--- config.mk ---
export PLATFORM = sky130hd
export DESIGN_NAME = seq_pattern_gen
export DESIGN_NICKNAME = d
export VERILOG_FILES = /design/src/rtl/seq_gen_pkg.sv /design/src/rtl/seq_bit_counter.sv /design/src/rtl/seq_pattern_gen.sv
export SDC_FILE = /design/constraint.sdc
export NUM_CORES = 1
export LEC_CHECK = 0
export ABC_AREA = 1
export ABC_CLOCK_PERIOD_IN_PS = 5200
export CAP_MARGIN = 30
export CORE_AREA = 8 8 64 66
export DETAILED_ROUTE_END_ITERATION = 12
export DIE_AREA = 0 0 72 74
export GPL_TIMING_DRIVEN = 0
export MAX_ROUTING_LAYER = met4
export PLACE_DENSITY = 0.81
export REMOVE_ABC_BUFFERS = 1
export SYNTH_ARGS = -nofsm -noshare
export SYNTH_HDL_FRONTEND = slang
export SYNTH_HIERARCHICAL = 1
export SYNTH_SLANG_ARGS = --single-unit
--- constraint.sdc ---
create_clock -name clk -period 5.2 [get_ports clk]
set_clock_uncertainty 0.1 [all_clocks]
set_input_delay 1.04 -clock clk [delete_from_list [all_inputs] [get_ports clk]]
set_output_delay 1.04 -clock clk [all_outputs]
set_load 0.02 [all_outputs]
--- src/rtl/seq_gen_pkg.sv ---
// Shared types and default sizing for the serial pattern transmitter.
package seq_gen_pkg;

    typedef enum logic [1:0] {
        ST_IDLE  = 2'b00,
        ST_SHIFT = 2'b01,
        ST_GAP   = 2'b10
    } state_e;

    localparam int DEF_WIDTH = 8;
    localparam int DEF_CNT_W = 4;
    localparam int DEF_GAP   = 2;

endpackage

--- src/rtl/seq_bit_counter.sv ---
// Loadable down-counter that saturates at zero and flags the zero value.
module seq_bit_counter #(
    parameter int W = 4
) (
    input  logic         clk,
    input  logic         rst,
    input  logic         load_i,
    input  logic [W-1:0] load_val_i,
    input  logic         dec_i,
    output logic [W-1:0] cnt_o,
    output logic         zero_o
);

    logic [W-1:0] cnt_q;

    always_ff @(posedge clk or negedge rst) begin
        if (!rst) begin
            cnt_q <= '0;
        end else if (load_i) begin
            cnt_q <= load_val_i;
        end else if (dec_i && (cnt_q != '0)) begin
            cnt_q <= cnt_q - W'(1);
        end
    end

    assign cnt_o  = cnt_q;
    assign zero_o = (cnt_q == '0);

endmodule

--- src/rtl/seq_pattern_gen.sv ---
// Bit-serial pattern transmitter: captures a pattern on start and shifts it out
// MSB-first, optionally repeating the frame with a fixed idle gap in between.
//
// state    | meaning
// ---------+------------------------------------------------------------
// ST_IDLE  | waiting for start; emits the done pulse after a run
// ST_SHIFT | driving one frame bit per cycle, valid=1
// ST_GAP   | idle gap between repeated frames, busy=1, valid=0
module seq_pattern_gen
    import seq_gen_pkg::*;
#(
    parameter int WIDTH = DEF_WIDTH,
    parameter int CNT_W = DEF_CNT_W,
    parameter int GAP   = DEF_GAP,
    parameter int LEN_W = $clog2(WIDTH + 1)
) (
    input  logic             clk,
    input  logic             rst,
    input  logic             start,
    input  logic [WIDTH-1:0] pattern,
    input  logic [LEN_W-1:0] len,
    input  logic [CNT_W-1:0] repeat_n,
    output logic             dout,
    output logic             valid,
    output logic             busy,
    output logic             done
);

    localparam int GAP_W = (GAP > 1) ? $clog2(GAP + 1) : 1;

    state_e             state_q;
    logic [WIDTH-1:0]   pat_q;
    logic [LEN_W-1:0]   len_q;
    logic [GAP_W-1:0]   gap_q;
    logic               dout_q;
    logic               valid_q;
    logic               busy_q;
    logic               done_q;
    logic               done_pend_q;

    logic [LEN_W-1:0]   len_eff;
    logic               idx_load;
    logic [LEN_W-1:0]   idx_val;
    logic               idx_dec;
    logic [LEN_W-1:0]   idx_cnt;
    logic               idx_zero;
    logic               rep_load;
    logic               rep_dec;
    logic [CNT_W-1:0]   rep_cnt;
    logic               rep_zero;
    logic               cur_bit;

    // Out-of-range lengths fall back to the full pattern width.
    assign len_eff = ((len == '0) || (len > LEN_W'(WIDTH))) ? LEN_W'(WIDTH) : len;
    assign cur_bit = |(pat_q & (WIDTH'(1) << idx_cnt));

    seq_bit_counter #(.W(LEN_W)) u_idx_cnt (
        .clk        (clk),
        .rst        (rst),
        .load_i     (idx_load),
        .load_val_i (idx_val),
        .dec_i      (idx_dec),
        .cnt_o      (idx_cnt),
        .zero_o     (idx_zero)
    );

    seq_bit_counter #(.W(CNT_W)) u_rep_cnt (
        .clk        (clk),
        .rst        (rst),
        .load_i     (rep_load),
        .load_val_i (repeat_n),
        .dec_i      (rep_dec),
        .cnt_o      (rep_cnt),
        .zero_o     (rep_zero)
    );

    always_comb begin
        idx_load = 1'b0;
        idx_val  = len_q - LEN_W'(1);
        idx_dec  = 1'b0;
        rep_load = 1'b0;
        rep_dec  = 1'b0;
        case (state_q)
            ST_IDLE: begin
                if (start) begin
                    idx_load = 1'b1;
                    idx_val  = len_eff - LEN_W'(1);
                    rep_load = 1'b1;
                end
            end
            ST_SHIFT: begin
                if (!idx_zero) begin
                    idx_dec = 1'b1;
                end else if (rep_cnt != '0) begin
                    rep_dec = 1'b1;
                    if (GAP == 0) begin
                        idx_load = 1'b1;
                    end
                end
            end
            ST_GAP: begin
                if (gap_q == '0) begin
                    idx_load = 1'b1;
                end
            end
            default: ;
        endcase
    end

    always_ff @(posedge clk or negedge rst) begin
        if (!rst) begin
            state_q     <= ST_IDLE;
            pat_q       <= '0;
            len_q       <= '0;
            gap_q       <= '0;
            dout_q      <= 1'b0;
            valid_q     <= 1'b0;
            busy_q      <= 1'b0;
            done_q      <= 1'b0;
            done_pend_q <= 1'b0;
        end else begin
            dout_q  <= 1'b0;
            valid_q <= 1'b0;
            busy_q  <= 1'b0;
            done_q  <= 1'b0;
            case (state_q)
                ST_IDLE: begin
                    // done trails the last valid bit by one cycle
                    done_q      <= done_pend_q;
                    done_pend_q <= 1'b0;
                    if (start) begin
                        pat_q   <= pattern;
                        len_q   <= len_eff;
                        state_q <= ST_SHIFT;
                    end
                end
                ST_SHIFT: begin
                    dout_q  <= cur_bit;
                    valid_q <= 1'b1;
                    busy_q  <= 1'b1;
                    if (idx_zero) begin
                        if (rep_zero) begin
                            state_q     <= ST_IDLE;
                            done_pend_q <= 1'b1;
                        end else if (GAP > 0) begin
                            state_q <= ST_GAP;
                            gap_q   <= GAP_W'(GAP - 1);
                        end
                    end
                end
                ST_GAP: begin
                    busy_q <= 1'b1;
                    if (gap_q == '0) begin
                        state_q <= ST_SHIFT;
                    end else begin
                        gap_q <= gap_q - GAP_W'(1);
                    end
                end
                default: begin
                    state_q     <= ST_IDLE;
                    done_pend_q <= 1'b0;
                end
            endcase
        end
    end

    assign dout  = dout_q;
    assign valid = valid_q;
    assign busy  = busy_q;
    assign done  = done_q;

endmodule
==> metrics.txt, run 1 <==
worst IR drop on VDD=0.237 mV; RSZ-0062 raised after global routing=false; die area=5330 um2; CP required=about 5400 ps; final instance area=2070 um2; # IOs=23; max-cap viol count=0; CP max stage cell=clkdlybuf4s50_1; Routed Antenna Nets=0; initial antenna violation count=0; Initial Utilization=54.6%; cell mode on critical path=nand2_1; GR Util All Layers=13.5%; # port buffers=22; WHS Path Cells=2; Top Family by Delay on Critical Path=simple AND/OR/NAND/NOR gates; ANT cells=0; CTS tree=built; fin nets=289; post-synth top area share=41.8%; arrival time worst endpoint=2620 ps; setup TNS=0 ps; # setup viols final=0; Worst-path clk slew=~90 ps; max frequency=408 MHz; largest cells by area after synthesis=dfrtp_1 (42%), nand2_1 (21%), ha_1 (6.5%); starting DRC count in detailed routing=76; cell row count=21; final worst slack=2750 ps; leading area contributor after synthesis=dfrtp_1; register bit count reported by yosys=29; Synth Area per Inst=~7.4 um2; status=complete, no violations; endpoints failing hold=0; Worst Reg-to-Reg Cells=10; crit path launch=len[0]; PwrDens=558 nW/um2; fraction of layout cells with a size suffix above 1=approximately a tenth; min-delay src=pat_q[0]$_DFFE_PN0P_; Setup Buffers After CTS=0; Hold WC Path Type=reg -> reg; worst flop-to-flop path startpoint=state_q[0]$_DFFE_PN0P_; first-pass GRT wire length=5.61 mm; routed len/inst=9.96 um; Netlist cell types=29; Max transition margin=58.6%; H-tree depth=2; CTS Buf Count=5; Buf/Inv on CP=1; overall power=about 1.2 mW; crit-path cells=clkdlybuf4s50_1 -> nor2_1 -> nand2_1 -> nand2_1 -> nand3_1 -> ha_1 -> xor2_1 -> o21ai_0 -> nand2_1 -> nand2_1 -> nand2_1 -> nand2_1; Clock Latency Late Sink=320 ps; WL final=3.07 mm; pre-CTS WS=2400 ps; DP HPWL=2.41 mm; fin crit share=47.1%; Slew Limit Fails=0; placed cell areas=2020 um2; Chip Height=74 um; r2r setup slk=3310 ps; Post-Synthesis Cells=233; r2r endpoint=u_idx_cnt/cnt_o[0]$_DFFE_PN0P_; core footprint=roughly 3200 um2; first drt pass iteration count=4; vias in the first global route=1,367; CTS Buffer Depth=2; Synth Cell Area=between 1500 and 2000 um2; Hold Buf Count CTS=0; CP startpoint kind=input port; Worst Path Max Fanout=2; CP max stage delay=approximately 430 ps; YS warnings=6; DR vias=between 1,000 and 1,500; Least-Margin Pin Slew=619 ps; Die Width=72 um; largest net degree at the start of global routing=21; commonest non-fill, non-tap cells in the layout=nand2_1 (96), dfrtp_1 (29), inv_1 (25), clkdlybuf4s50_1 (22), nand3_1 (13); post-synthesis sequential area ratio=41.8%; GRT Residual Overflow=0; CP endpoint kind=flop; WS Path Type=in -> reg; CTS sink cnt=29; vias per cell=4.69; Tmin final=2450 ps; Layout area overhead=19.2%; # resized after CTS=0; # DRC=0; clk root buf=clkbuf_4; Multi-input gate area=866 um2; Min-Delay Endpoint=pat_q[0]$_DFFE_PN0P_; GPL Wtd Cong=0.837; commonest non-fill, non-tap cell in the layout=nand2_1; register area=726 um2; leakage power=1.10 nW; fillers=264
-- tightest hold or removal path, delay by kind of cell (launching register included) --
family           cells  cell delay [ps]
DFF                  1              350
and+or+nand+nor      2              110
-- metal layers --
layer	track usage, %	share of wire (%)	routed length [um]
met4	5.67	1.3	41
met1	16.3	50	1530
met3	4.04	4.0	123
met5	-	0	0
met2	20.6	45	1370
-- flip-flops by register name, summed over array words and instances (netlist names), 2 cells and up --
register and count:
pat_q 8, len_q 4, u_idx_cnt/cnt_o 4, u_rep_cnt/cnt_o 4, gap_q 2, state_q 2
-- power by group --
| part | leakage (nW) | internal (mW) | switching [mW] | total, mW |
|---|---|---|---|---|
| Clock | 0.0320 | 0.0514 | 0.0754 | 0.127 |
| Sequential | 0.362 | 0.330 | 0.0807 | 0.411 |
| Combinational | 0.706 | 0.251 | 0.367 | 0.618 |
| Total | 1.10 | 0.633 | 0.523 | 1.16 |
-- Yosys cell counts --
| library cell | count |
|---|---|
| inv_1 | 25 |
| nor2_2 | 3 |
| a31oi_1 | 1 |
| nor3_1 | 2 |
| buf_6 | 2 |
| nand2_1 | 96 |
| xor2_1 | 2 |
| o21ai_0 | 8 |
| nand2_2 | 4 |
| a21oi_1 | 3 |
| or2_1 | 1 |
| mux2i_1 | 1 |
| a21boi_1 | 1 |
| nand4_2 | 1 |
| clkinv_2 | 1 |
| or2_2 | 1 |
| nor4_1 | 1 |
| nand3_2 | 2 |
| a22oi_1 | 1 |
| nor2_1 | 9 |
| ha_1 | 9 |
| or3_1 | 1 |
| inv_2 | 4 |
| dfrtp_1 | 29 |
| nand3b_1 | 4 |
| o21ai_1 | 3 |
| clkinv_1 | 2 |
| nand3_1 | 13 |
| nand2_4 | 3 |
-- cell families (layout without fill, tap and decap cells) --
| logic type | after synthesis | in the layout | share of synthesized area [%] |
|---|---|---|---|
| DFF | 29 | 29 | 41.8 |
| and+or+nand+nor | 141 | 141 | 36.6 |
| xor gates and xnor gates | 2 | 2 | 1.01 |
| muxes | 1 | 1 | 0.577 |
| buffers and inverters | 34 | 63 | 8.29 |
| adders and majority gates | 9 | 9 | 6.49 |
| AOI/OAI and AO/OA | 17 | 17 | 5.26 |
-- final cells by class --
type                    count  area share, %
clock buffers               6           2.00
clock inverters             2          0.484
inverters                  32           5.86
multi-input cells         170           41.8
flip-flops and latches     29           35.1
well taps                  46           2.78
repair buffers             23           12.0
-- worst max-delay path by stage --
stage	endpoint	slack, ps	cells after the start
floorplan	u_idx_cnt/cnt_o[2]$_DFFE_PN0P_	2970	11
global placement	u_idx_cnt/cnt_o[2]$_DFFE_PN0P_	2410	12
detailed placement	u_idx_cnt/cnt_o[2]$_DFFE_PN0P_	2400	12
CTS	u_idx_cnt/cnt_o[2]$_DFFE_PN0P_	2750	12
global route	u_idx_cnt/cnt_o[2]$_DFFE_PN0P_	2520	12
finish	u_idx_cnt/cnt_o[2]$_DFFE_PN0P_	2750	12
-- metrics by stage --
stage / cells / hold slack, ps / util [%]
final: 308 / 388 / 65.1
after detailed placement: 300 / 367 / 63.5
after floorplan: 231 / 336 / -
after CTS: 308 / 391 / 65.1
after global placement: 299 / 342 / 62.6
after global routing: 308 / 412 / 65.1
(Power assumes the default switching activity.)
==> run 2: changes to the inputs <==
--- a/config.mk
+++ b/config.mk
@@ -6,14 +6,14 @@
 export NUM_CORES = 1
 export LEC_CHECK = 0
 export ABC_AREA = 1
-export ABC_CLOCK_PERIOD_IN_PS = 5200
+export ABC_CLOCK_PERIOD_IN_PS = 2500
 export CAP_MARGIN = 30
-export CORE_AREA = 8 8 64 66
+export CORE_AREA = 8 8 66 68
 export DETAILED_ROUTE_END_ITERATION = 12
-export DIE_AREA = 0 0 72 74
+export DIE_AREA = 0 0 74 76
 export GPL_TIMING_DRIVEN = 0
 export MAX_ROUTING_LAYER = met4
-export PLACE_DENSITY = 0.81
+export PLACE_DENSITY = 0.77
 export REMOVE_ABC_BUFFERS = 1
 export SYNTH_ARGS = -nofsm -noshare
 export SYNTH_HDL_FRONTEND = slang
==> constraint.sdc (replaced) <==
create_clock -name clk -period 2.5 [get_ports clk]
set_clock_uncertainty 0.1 [all_clocks]
set_input_delay 0.5 -clock clk [delete_from_list [all_inputs] [get_ports clk]]
set_output_delay 0.5 -clock clk [all_outputs]
set_load 0.02 [all_outputs]
==> run 2 against run 1 <==
  * Worst hold slack got worse by 12 ps
  * Core utilization fell by 4.8 points
  * Worst setup slack got worse by 2300 ps
  * Non-clock buffer count did not move
  * Sequential power rose by 110%
  * Combinational power rose by 110%
  * Sequential cell count did not move
  * Largest cell class unchanged
==> metrics.txt, run 2 (synthesis gave the netlist of run 1 again) <==
GPL Wtd Cong=0.801 (-4.3%); placed cell areas=2020 um2 (+0.12%); clk root buf=clkbuf_4; # DRC=0 (unchanged); final core occ=60.3% (-4.8 points); Layout area overhead=19.6%; leakage power=1.10 nW (about the same); max reg flops=8 (unchanged); Reg with most FFs=pat_q; CP endpoint kind=flop; CP max stage cell=clkdlybuf4s50_1; dpl cells=302 (+0.67%); # setup viols final=0 (unchanged); # IOs=23 (unchanged); CTS Buffer Depth=2 (unchanged); Hold WC Path Type=reg -> reg; GRT Residual Overflow=0 (unchanged); worst IR drop on VDD=0.561 mV (+140%); DP HPWL=2.50 mm (+4.1%); cell mode on critical path=nand2_1; Slew Limit Fails=0 (unchanged); first-pass GRT wire length=5.87 mm (+4.7%); Setup Buffers After CTS=0 (unchanged); initial antenna violation count=0 (unchanged); CP max stage delay=440 ps (about the same); Worst path depth=12 (unchanged); Max Used Layer=met4; starting DRC count in detailed routing=134 (+76%); Hold Buf Count CTS=0 (unchanged); max-cap viol count=0 (unchanged); Routed Antenna Nets=0 (unchanged); GR Util All Layers=13.6% (+0.11 points); H-tree depth=2 (unchanged); Worst Path Max Fanout=2 (unchanged); largest net degree at the start of global routing=21 (unchanged); Buf/Inv on CP=1 (unchanged); routed wl met2=1.47 mm (+7.0%); Min-Delay Endpoint=done$_DFF_PN0_; Clock Latency Late Sink=330 ps (about the same); CP startpoint kind=input port; Top Family by Delay on Critical Path=simple AND/OR/NAND/NOR gates; Initial Utilization=50.4% (-4.1 points); final instance area=2080 um2 (+0.30%); Least-Margin Pin Slew=744 ps (+126 ps); die area=5620 um2 (+5.6%); cell row count=22 (+4.8%); Non-Filler Instances=309 (+0.32%); Die Width=74 um (+2.8%); ANT cells=0 (unchanged); arrival time worst endpoint=2180 ps (-440 ps); routed len/inst=10.5 um (+5.0%); commonest non-fill, non-tap cells in the layout=nand2_1 (96), dfrtp_1 (29), inv_1 (25), clkdlybuf4s50_1 (22), nand3_1 (13); Worst Reg-to-Reg Cells=10 (unchanged); first drt pass iteration count=4 (unchanged); fin crit share=80.3%; WL final=3.23 mm (+5.4%); # port buffers=22 (unchanged); CP required=2670 ps (-2700 ps); met3 wire len=157 um (+28%); Tmin final=approximately 2000 ps; Chip Height=76 um (+2.7%); vias per cell=4.77 (+1.8%); CTS sink cnt=29 (unchanged); RSZ-0062 raised after global routing=false; setup TNS=0 ps (unchanged); r2r setup slk=600 ps (-2710 ps); core footprint=3440 um2 (+8.2%); vias in the first global route=1,414 (+3.4%); fraction of layout cells with a size suffix above 1=9.96% (-0.34 points); # resized after CTS=0 (unchanged); crit-path cells=clkdlybuf4s50_1 -> nor2_1 -> nand2_1 -> nand2_1 -> nand3_1 -> ha_1 -> xor2_1 -> o21ai_0 -> nand2_1 -> nand2_1 -> nand2_1 -> nand2_1; CTS Buf Count=5 (unchanged); DR vias=1,474 (+2.1%); fin nets=289 (unchanged); endpoints failing hold=0 (unchanged); max frequency=498 MHz; min-delay src=done_pend_q$_DFFE_PN0P_; WHS Path Cells=2 (unchanged); PwrDens=1170 nW/um2 (+110%); status=complete, no violations; WS Path Type=in -> reg; wl on met1=1.54 mm (+0.33%); Worst-path clk slew=80 ps (about the same); commonest non-fill, non-tap cell in the layout=nand2_1; r2r endpoint=u_idx_cnt/cnt_o[0]$_DFFE_PN0P_; fillers=324 (+23%); Max transition margin=50.2% (-8.4 points); CTS tree=built; worst flop-to-flop path startpoint=state_q[0]$_DFFE_PN0P_
## run 2: cell count changes in the layout (fill, tap and decap cells not counted)
cell,delta
clkbuf_8,+1
clkinv_2,-2
## run 2: worst min-delay path, stage by stage (launching register included)
cell and delay (ps):
dfrtp_1 350, nand2_1 50, inv_1 50
## run 2: layout make-up
class	instances	area, um2	share of cell area, %
Inverter	32	121	5.85
Clock buffer	7	55.1	2.65
Multi-Input combinational cell	170	866	41.7
Sequential cell	29	726	35.0
Timing Repair Buffer	23	248	11.9
Tap cell	48	60.1	2.89
## run 2: routing by layer
| metal | global-route usage [%] | up-vias |
|---|---|---|
| li1 | - | 785 |
| met5 | - | - |
| met3 | 4.34 | 5 |
| met2 | 19.5 | 29 |
| met4 | 6.00 | 0 |
| met1 | 16.9 | 655 |
## run 2: stage by stage
step                      worst slack, ps  power [mW]  hold slack (ps)
after floorplan                       807        1.84              104
after global placement                220        2.12              343
after detailed placement              191        2.16              361
after CTS                             543        2.46              381
after global routing                  372        2.73              403
final                                 494        2.44              376
## run 2: worst max-delay path by stage
stage	start	end	slack, ps
2_1_floorplan	len[0]	u_idx_cnt/cnt_o[2]$_DFFE_PN0P_	810
4_1_cts	len[0]	u_idx_cnt/cnt_o[2]$_DFFE_PN0P_	540
3_5_place_dp	len[0]	u_idx_cnt/cnt_o[2]$_DFFE_PN0P_	190
5_1_grt	state_q[0]$_DFFE_PN0P_	u_idx_cnt/cnt_o[0]$_DFFE_PN0P_	370
6_report	len[0]	u_idx_cnt/cnt_o[2]$_DFFE_PN0P_	490
3_3_place_gp	len[0]	u_idx_cnt/cnt_o[2]$_DFFE_PN0P_	220
## run 2: power breakdown
| group | leakage [nW] | switching [mW] | internal [mW] |
|---|---|---|---|
| clock network | 0.0314 | 0.156 | 0.132 |
| registers | 0.362 | 0.170 | 0.687 |
| logic | 0.706 | 0.770 | 0.520 |
| total | 1.10 | 1.10 | 1.34 |
